--- config.mk ---
export PLATFORM = sky130hd
export DESIGN_NAME = phase_accumulator
export DESIGN_NICKNAME = d
export VERILOG_FILES = /design/src/rtl/phase_accumulator.sv
export SDC_FILE = /design/constraint.sdc
export NUM_CORES = 1
export LEC_CHECK = 0
export ABC_AREA = 1
export CORE_MARGIN = 8
export CORE_UTILIZATION = 35
export DETAILED_ROUTE_END_ITERATION = 6
export GPL_TIMING_DRIVEN = 0
export PLACE_DENSITY_LB_ADDON = 0.1
export SLEW_MARGIN = 20
export SYNTH_ARGS = -nofsm -noshare
export SYNTH_HDL_FRONTEND = slang
export SYNTH_SLANG_ARGS = --single-unit
export TNS_END_PERCENT = 1
--- constraint.sdc ---
create_clock -name clk -period 3.8 [get_ports clk]
set_input_delay 0.76 -clock clk [delete_from_list [all_inputs] [get_ports clk]]
set_output_delay 0.76 -clock clk [all_outputs]
set_load 0.005 [all_outputs]
--- src/rtl/phase_accumulator.sv ---
// Per-voice oscillator core: byte-written frequency word, prescaled tick, 24-bit phase accumulator.
// Define HARD_SYNC_EN to let sync_in (gated by control bit1) reset the phase on the next tick.
module phase_accumulator #(
    parameter int unsigned ACCUMULATOR_BITS = 24,
    parameter int unsigned FREQ_BITS        = 16,
    parameter int unsigned PRESCALE_DIV     = 50
) (
    input  logic                        clk,
    input  logic                        reset,
    input  logic                        wr_en,
    input  logic [1:0]                  wr_addr,
    input  logic [7:0]                  wr_data,
    input  logic                        sync_in,
    output logic [ACCUMULATOR_BITS-1:0] accumulator,
    output logic                        acc_msb,
    output logic                        msb_rise,
    output logic                        tick
);
    localparam int unsigned CNT_W   = (PRESCALE_DIV > 1) ? $clog2(PRESCALE_DIV) : 1;
    localparam int unsigned HI_BITS = FREQ_BITS - 8;
    localparam int unsigned MSB     = ACCUMULATOR_BITS - 1;
    localparam logic [CNT_W-1:0] CNT_LAST = CNT_W'(PRESCALE_DIV - 1);

    logic [CNT_W-1:0]            count_q, count_d;
    logic                        tick_q, tick_d;
    logic [ACCUMULATOR_BITS-1:0] acc_q, acc_d, sum;
    logic                        rise_q, rise_d;
    logic [FREQ_BITS-1:0]        freq_q, freq_d;
    logic [7:0]                  lo_q, lo_d;
    logic [1:0]                  ctrl_q, ctrl_d;
    logic                        tick_now;
    logic                        sync_hit;

    // The accumulator updates on the same edge that raises tick, so writes
    // landing on that edge naturally only affect the following tick.
    always_comb begin
        tick_now = (count_q == CNT_LAST);
        count_d  = tick_now ? '0 : count_q + 1'b1;
        tick_d   = tick_now;
        sum      = acc_q + ACCUMULATOR_BITS'(freq_q);
        acc_d    = acc_q;
        rise_d   = 1'b0;
        if (tick_now) begin
            if (ctrl_q[0] || sync_hit) begin
                acc_d = '0;
            end else begin
                acc_d  = sum;
                rise_d = ~acc_q[MSB] & sum[MSB];
            end
        end

        lo_d   = lo_q;
        freq_d = freq_q;
        ctrl_d = ctrl_q;
        if (wr_en) begin
            case (wr_addr)
                2'd0:    lo_d   = wr_data;
                2'd1:    freq_d = {wr_data[HI_BITS-1:0], lo_q};
                2'd2:    ctrl_d = wr_data[1:0];
                default: ;
            endcase
        end
    end

    always_ff @(posedge clk or posedge reset) begin
        if (reset) begin
            count_q <= '0;
            tick_q  <= 1'b0;
            acc_q   <= '0;
            rise_q  <= 1'b0;
            freq_q  <= '0;
            lo_q    <= '0;
            ctrl_q  <= '0;
        end else begin
            count_q <= count_d;
            tick_q  <= tick_d;
            acc_q   <= acc_d;
            rise_q  <= rise_d;
            freq_q  <= freq_d;
            lo_q    <= lo_d;
            ctrl_q  <= ctrl_d;
        end
    end

`ifdef HARD_SYNC_EN
    logic sync_pending_q, sync_pending_d;

    // A sync arriving on the consuming edge survives for the next tick.
    always_comb begin
        sync_hit       = ctrl_q[1] & sync_pending_q;
        sync_pending_d = sync_in | (sync_pending_q & ~tick_now);
    end

    always_ff @(posedge clk or posedge reset) begin
        if (reset) begin
            sync_pending_q <= 1'b0;
        end else begin
            sync_pending_q <= sync_pending_d;
        end
    end
`else
    logic sync_unused;

    always_comb begin
        sync_hit    = 1'b0;
        sync_unused = sync_in ^ ctrl_q[1];
    end
`endif

    assign accumulator = acc_q;
    assign acc_msb     = acc_q[MSB];
    assign msb_rise    = rise_q;
    assign tick        = tick_q;

endmodule

==> qor.txt <==
DIE
-------------------------------------------------------------------------------------------------
# rows                                                                                         35
Chip width                                                                                 114 um
Area inside the core boundary                                                        0.00928 mm^2
I/O pin count                                                                                  41
Die area                                                                              0.0130 mm^2
Height of the die                                                                          114 um
Starting Density                                                                            36.2%

ROUTE
-------------------------------------------------------------------------------------------------
Vias per Instance                                                                            4.75
DR WL/cell                                                                                13.4 um
Pre-Repair DR Iteration Count                                                                   4
Top routing layer in use                                                                     met4
Met2 wire len                                                                             3780 um
Number of violations reported at the end of detailed-routing iteration 0                      107
Final WL                                                                                  8520 um
Detailed-routed wire length on met3                                                        392 um
# DRC                                                                                           0
Total number of vias                                                                        3,014
ANT nets after route                                                                            0
Wl on met1                                                                                4220 um

YOSYS
-------------------------------------------------------------------------------------------------
Mean cell area of the mapped netlist                                                    7.46 um^2
Top cells by instance count after synthesis                                          150 x sky130_fd_sc_hd__nand2_1, 57 x sky130_fd_sc_hd__dfrtp_1, 51 x sky130_fd_sc_hd__inv_1, 42 x sky130_fd_sc_hd__nor2_1, 30 x sky130_fd_sc_hd__nand3_1
Post-synthesis instance area                                                         0.00336 mm^2
Async SR Flop Fraction                                                                       100%
Synth warn                                                                                      0
Mapped Nets                                                                                   485
Fraction of the mapped netlist area in adder cells                                          7.66%
Main combinational cell family by area after synthesis                               simple AND/OR/NAND/NOR gates
Most common cell in the synthesized netlist                                          sky130_fd_sc_hd__nand2_1
#FFs+latches synth                                                                             57
Sequential-to-total area share from yosys stat                                              42.4%
Top post-synthesis cells by area                                                     sky130_fd_sc_hd__dfrtp_1 42%, sky130_fd_sc_hd__nand2_1 17%, sky130_fd_sc_hd__ha_1 7.1%
Fraction of post-synthesis cell area in the top cell type by area                           42.4%
Top FF cell, synth                                                                   sky130_fd_sc_hd__dfrtp_1
Number of distinct library cell variants in the gate-level netlist after synthesis             33
Share of the synthesized area in compound gates (AO/OA/AOI/OAI)                             10.0%
Cell type with the highest aggregate area in the netlist                             sky130_fd_sc_hd__dfrtp_1
Mux contribution to synthesized area                                                        2.68%
Number of flops mapped to enable cells by yosys                                                 0
Fraction of the mapped netlist area in simple logic gates                                   29.4%
Mapped Cells                                                                                  451
Post-synthesis xor/xnor area fraction                                                      0.521%

STA
-------------------------------------------------------------------------------------------------
Unrepaired setup endpoints after global routing                                             false
Max Clk Rate                                                                              447 MHz
Worst slew slack as a fraction of its limit                                                 75.0%
Slew Viols, Final                                                                               0
Fin Hold WS                                                                              0.485 ns
Final Critical Period                                                                     2.24 ns
Maximum clock skew at final layout                                                     0.00883 ns
Period Utilization, post-route                                                              58.9%
Sum Neg Setup Slack                                                                          0 ns
Worst Tran Pin Value                                                                     0.375 ns
Setup Viol. Count Final                                                                         0
Hold Fails Final Rpt                                                                            0

CELLS AND AREA
-------------------------------------------------------------------------------------------------
Fin nets                                                                                      536
Post-layout instance area                                                            0.00410 mm^2
Filler cell count                                                                             997
Antenna cells                                                                                   0
Signed area change from the synthesized netlist to the final layout                         22.0%
Number of standard cells in the layout, taps in and fillers out                               634
Proportion of layout cells with a drive suffix above 1                                      7.13%

WORST SETUP PATH
-------------------------------------------------------------------------------------------------
Crit path launch type                                                                        flop
Crit-path slowest cell                                                               sky130_fd_sc_hd__dfrtp_1
Dominant cell type by count on the critical path                                     sky130_fd_sc_hd__nand2_1
Type of the worst setup path                                                         flop to flop
Type of element capturing the critical path                                                  flop
Data arrival time of the critical path                                                    2.47 ns
Worst-case register-to-register setup slack                                               1.56 ns
Worst reg2reg path startpoint                                                        accumulator[9]$_DFFE_PP0P_
Data required time at the worst endpoint                                                  4.04 ns
Worst-path maximum fanout                                                                       5
CP Cell Sequence                                                                     ha_1, nand2_1, inv_1, a21oi_1, nand2_1, nand2_1, nand3_1, nor3b_2, ha_1, o22ai_1
Critical Path Start                                                                  accumulator[9]$_DFFE_PP0P_
Max incr delay on CP                                                                      0.41 ns

CTS
-------------------------------------------------------------------------------------------------
Post-CTS Hold Fix Bufs                                                                          0
Clock input transition at the sequential cells of the worst setup and hold paths          0.07 ns
Clock buffers created by TritonCTS                                                              9
Clock Sink Count                                                                               57
Clock root buffer                                                                    sky130_fd_sc_hd__clkbuf_8
Post-CTS sizing                                                                                 0
Worst skew pair latency                                                                   0.33 ns
Maximum buffer depth of the clock tree                                                          2
Clock H-tree levels                                                                             3
Count of buffers added by post-CTS timing repair for setup                                      0
TritonCTS clock tree                                                                         done

PLACED DESIGN
-------------------------------------------------------------------------------------------------
Total cell area at the placement stage                                               0.00395 mm^2
Gpl congestion                                                                              0.891
Total instance count after detailed placement                                                 620
Hpwl dp                                                                                   6680 um
Port Buf Inserts                                                                               39

POWER
-------------------------------------------------------------------------------------------------
Leakage dissipation                                                                       2.10 nW
Max IR drop VDD                                                                          0.243 mV
Sequential share of power                                                                   49.1%
Net switching power                                                                      0.435 mW
Cell Pwr Density                                                                      349 mW/mm^2
Part of the total power dissipated in combinational logic                                   17.7%
Fraction of power consumed by the clock network                                             33.1%
Total internal power                                                                     0.996 mW
Proportion of total power due to net switching                                              30.4%

GLOBAL ROUTE
-------------------------------------------------------------------------------------------------
Via count of the first global-routing pass                                                  3,011
First-pass GRT wire length                                                              14,400 um
Total congestion overflow after global routing                                                  0
Number of antenna violations at the first check in global routing                               0
Pin count of the biggest net entering global routing                                           56
Gr usage total                                                                              14.0%

WORST HOLD PATH
-------------------------------------------------------------------------------------------------
Hold path start                                                                      lo_q[7]$_DFFE_PP0P_
HP Class                                                                             flop to flop

STATUS
-------------------------------------------------------------------------------------------------
Status                                                                               complete, no violations

JOB
-------------------------------------------------------------------------------------------------
Max-capacitance violation count                                                                 0

[metrics by stage]
| stage | utilization (%) | power [mW] | setup slack, ns |
|---|---|---|---|
| final | 44.2 | 1.43 | 1.56 |
| after floorplan | - | 0.887 | 1.64 |
| after global placement | 42.2 | 0.960 | 0.506 |
| after global routing | 44.2 | 1.52 | 1.32 |
| after CTS | 44.2 | 1.46 | 1.57 |
| after detailed placement | 42.5 | 0.971 | 1.51 |
[cells in the final DEF, fill, tap and decap left out]
master	instances
sky130_fd_sc_hd__o21ai_0	26
sky130_fd_sc_hd__buf_4	2
sky130_fd_sc_hd__o31ai_1	1
sky130_fd_sc_hd__clkbuf_1	2
sky130_fd_sc_hd__nor2_2	1
sky130_fd_sc_hd__buf_6	1
sky130_fd_sc_hd__clkdlybuf4s50_1	39
sky130_fd_sc_hd__a32o_1	1
sky130_fd_sc_hd__clkinvlp_4	4
sky130_fd_sc_hd__nor2_1	42
sky130_fd_sc_hd__nand2_1	150
sky130_fd_sc_hd__clkbuf_8	9
sky130_fd_sc_hd__fa_1	1
sky130_fd_sc_hd__inv_4	1
sky130_fd_sc_hd__clkinv_2	2
sky130_fd_sc_hd__nor3_1	7
sky130_fd_sc_hd__buf_2	2
sky130_fd_sc_hd__or2_1	2
sky130_fd_sc_hd__nand3_1	30
sky130_fd_sc_hd__ha_1	19
sky130_fd_sc_hd__xor2_1	2
sky130_fd_sc_hd__nor3b_2	1
sky130_fd_sc_hd__and3_1	2
sky130_fd_sc_hd__inv_2	1
sky130_fd_sc_hd__clkinv_1	1
sky130_fd_sc_hd__nor3_2	1
sky130_fd_sc_hd__o22ai_1	1
sky130_fd_sc_hd__o21ai_1	4
sky130_fd_sc_hd__dfrtp_1	57
sky130_fd_sc_hd__buf_16	1
sky130_fd_sc_hd__or2_2	1
sky130_fd_sc_hd__o21bai_1	2
sky130_fd_sc_hd__inv_1	50
sky130_fd_sc_hd__a22o_1	2
sky130_fd_sc_hd__a21oi_1	26
sky130_fd_sc_hd__nand2_2	1
sky130_fd_sc_hd__nand3b_1	2
sky130_fd_sc_hd__mux2_2	8
[cell type report]
class / instances / area (um^2) / share of cell area [%]
repair buffers: 40 / 418 / 10.2
plain buffers: 7 / 43.8 / 1.07
clock inverters: 5 / 35.0 / 0.854
flip-flops and latches: 57 / 1430 / 34.8
well taps: 129 / 161 / 3.93
multi-input cells: 333 / 1690 / 41.2
clock buffers: 9 / 124 / 3.02
inverters: 54 / 206 / 5.03
[state kept, by name, indices dropped and copies added, names as in the netlist]
| name | count |
|---|---|
| tick | 1 |
| lo_q | 8 |
| accumulator | 24 |
| ctrl_q | 1 |
| freq_q | 16 |
| msb_rise | 1 |
| count_q | 6 |
[worst max-delay path, delay by kind of cell, from the launching register on]
kind | cells | cell delay [ns]
buffers and inverters | 1 | 0.06
AND/OR/NAND/NOR | 5 | 0.64
AO/OA/AOI/OAI | 2 | 0.41
flip-flops | 1 | 0.41
adder cells (fa/ha/maj) | 2 | 0.64
[power by group through the flow]
stage | sequential, mW | combinational (mW) | clock, mW
floorplan | 0.695 | 0.192 | 0
global placement | 0.714 | 0.247 | 0
detailed placement | 0.715 | 0.256 | 0
CTS | 0.703 | 0.256 | 0.497
global route | 0.709 | 0.296 | 0.520
finish | 0.703 | 0.254 | 0.474
[metal layers]
metal | vias to the layer above | track usage [%]
li1 | 1553 | -
met1 | 1397 | 17.9
met2 | 56 | 22.1
met3 | 8 | 3.86
met4 | 0 | 4.70
met5 | - | 0
[kinds of logic after synthesis]
group | Yosys count
adders and majority gates | 20
and+or+nand+nor | 240
muxes | 8
buffers and inverters | 61
DFF | 57
xor gates and xnor gates | 2
AOI/OAI and AO/OA | 63
[final timing paths]
check | to | cells after the start
setup / recovery | accumulator[23]$_DFFE_PP0P_ | 10
hold / removal | lo_q[7]$_DFFE_PP0P_ | 2
setup reg to reg | accumulator[23]$_DFFE_PP0P_ | 10
hold reg to reg | lo_q[7]$_DFFE_PP0P_ | 2
max in group asynchronous | freq_q[0]$_DFFE_PP0P_ | 3
min in group asynchronous | count_q[0]$_DFF_PP0_ | 2
No activity file was read; power rests on OpenSTA's default activity.
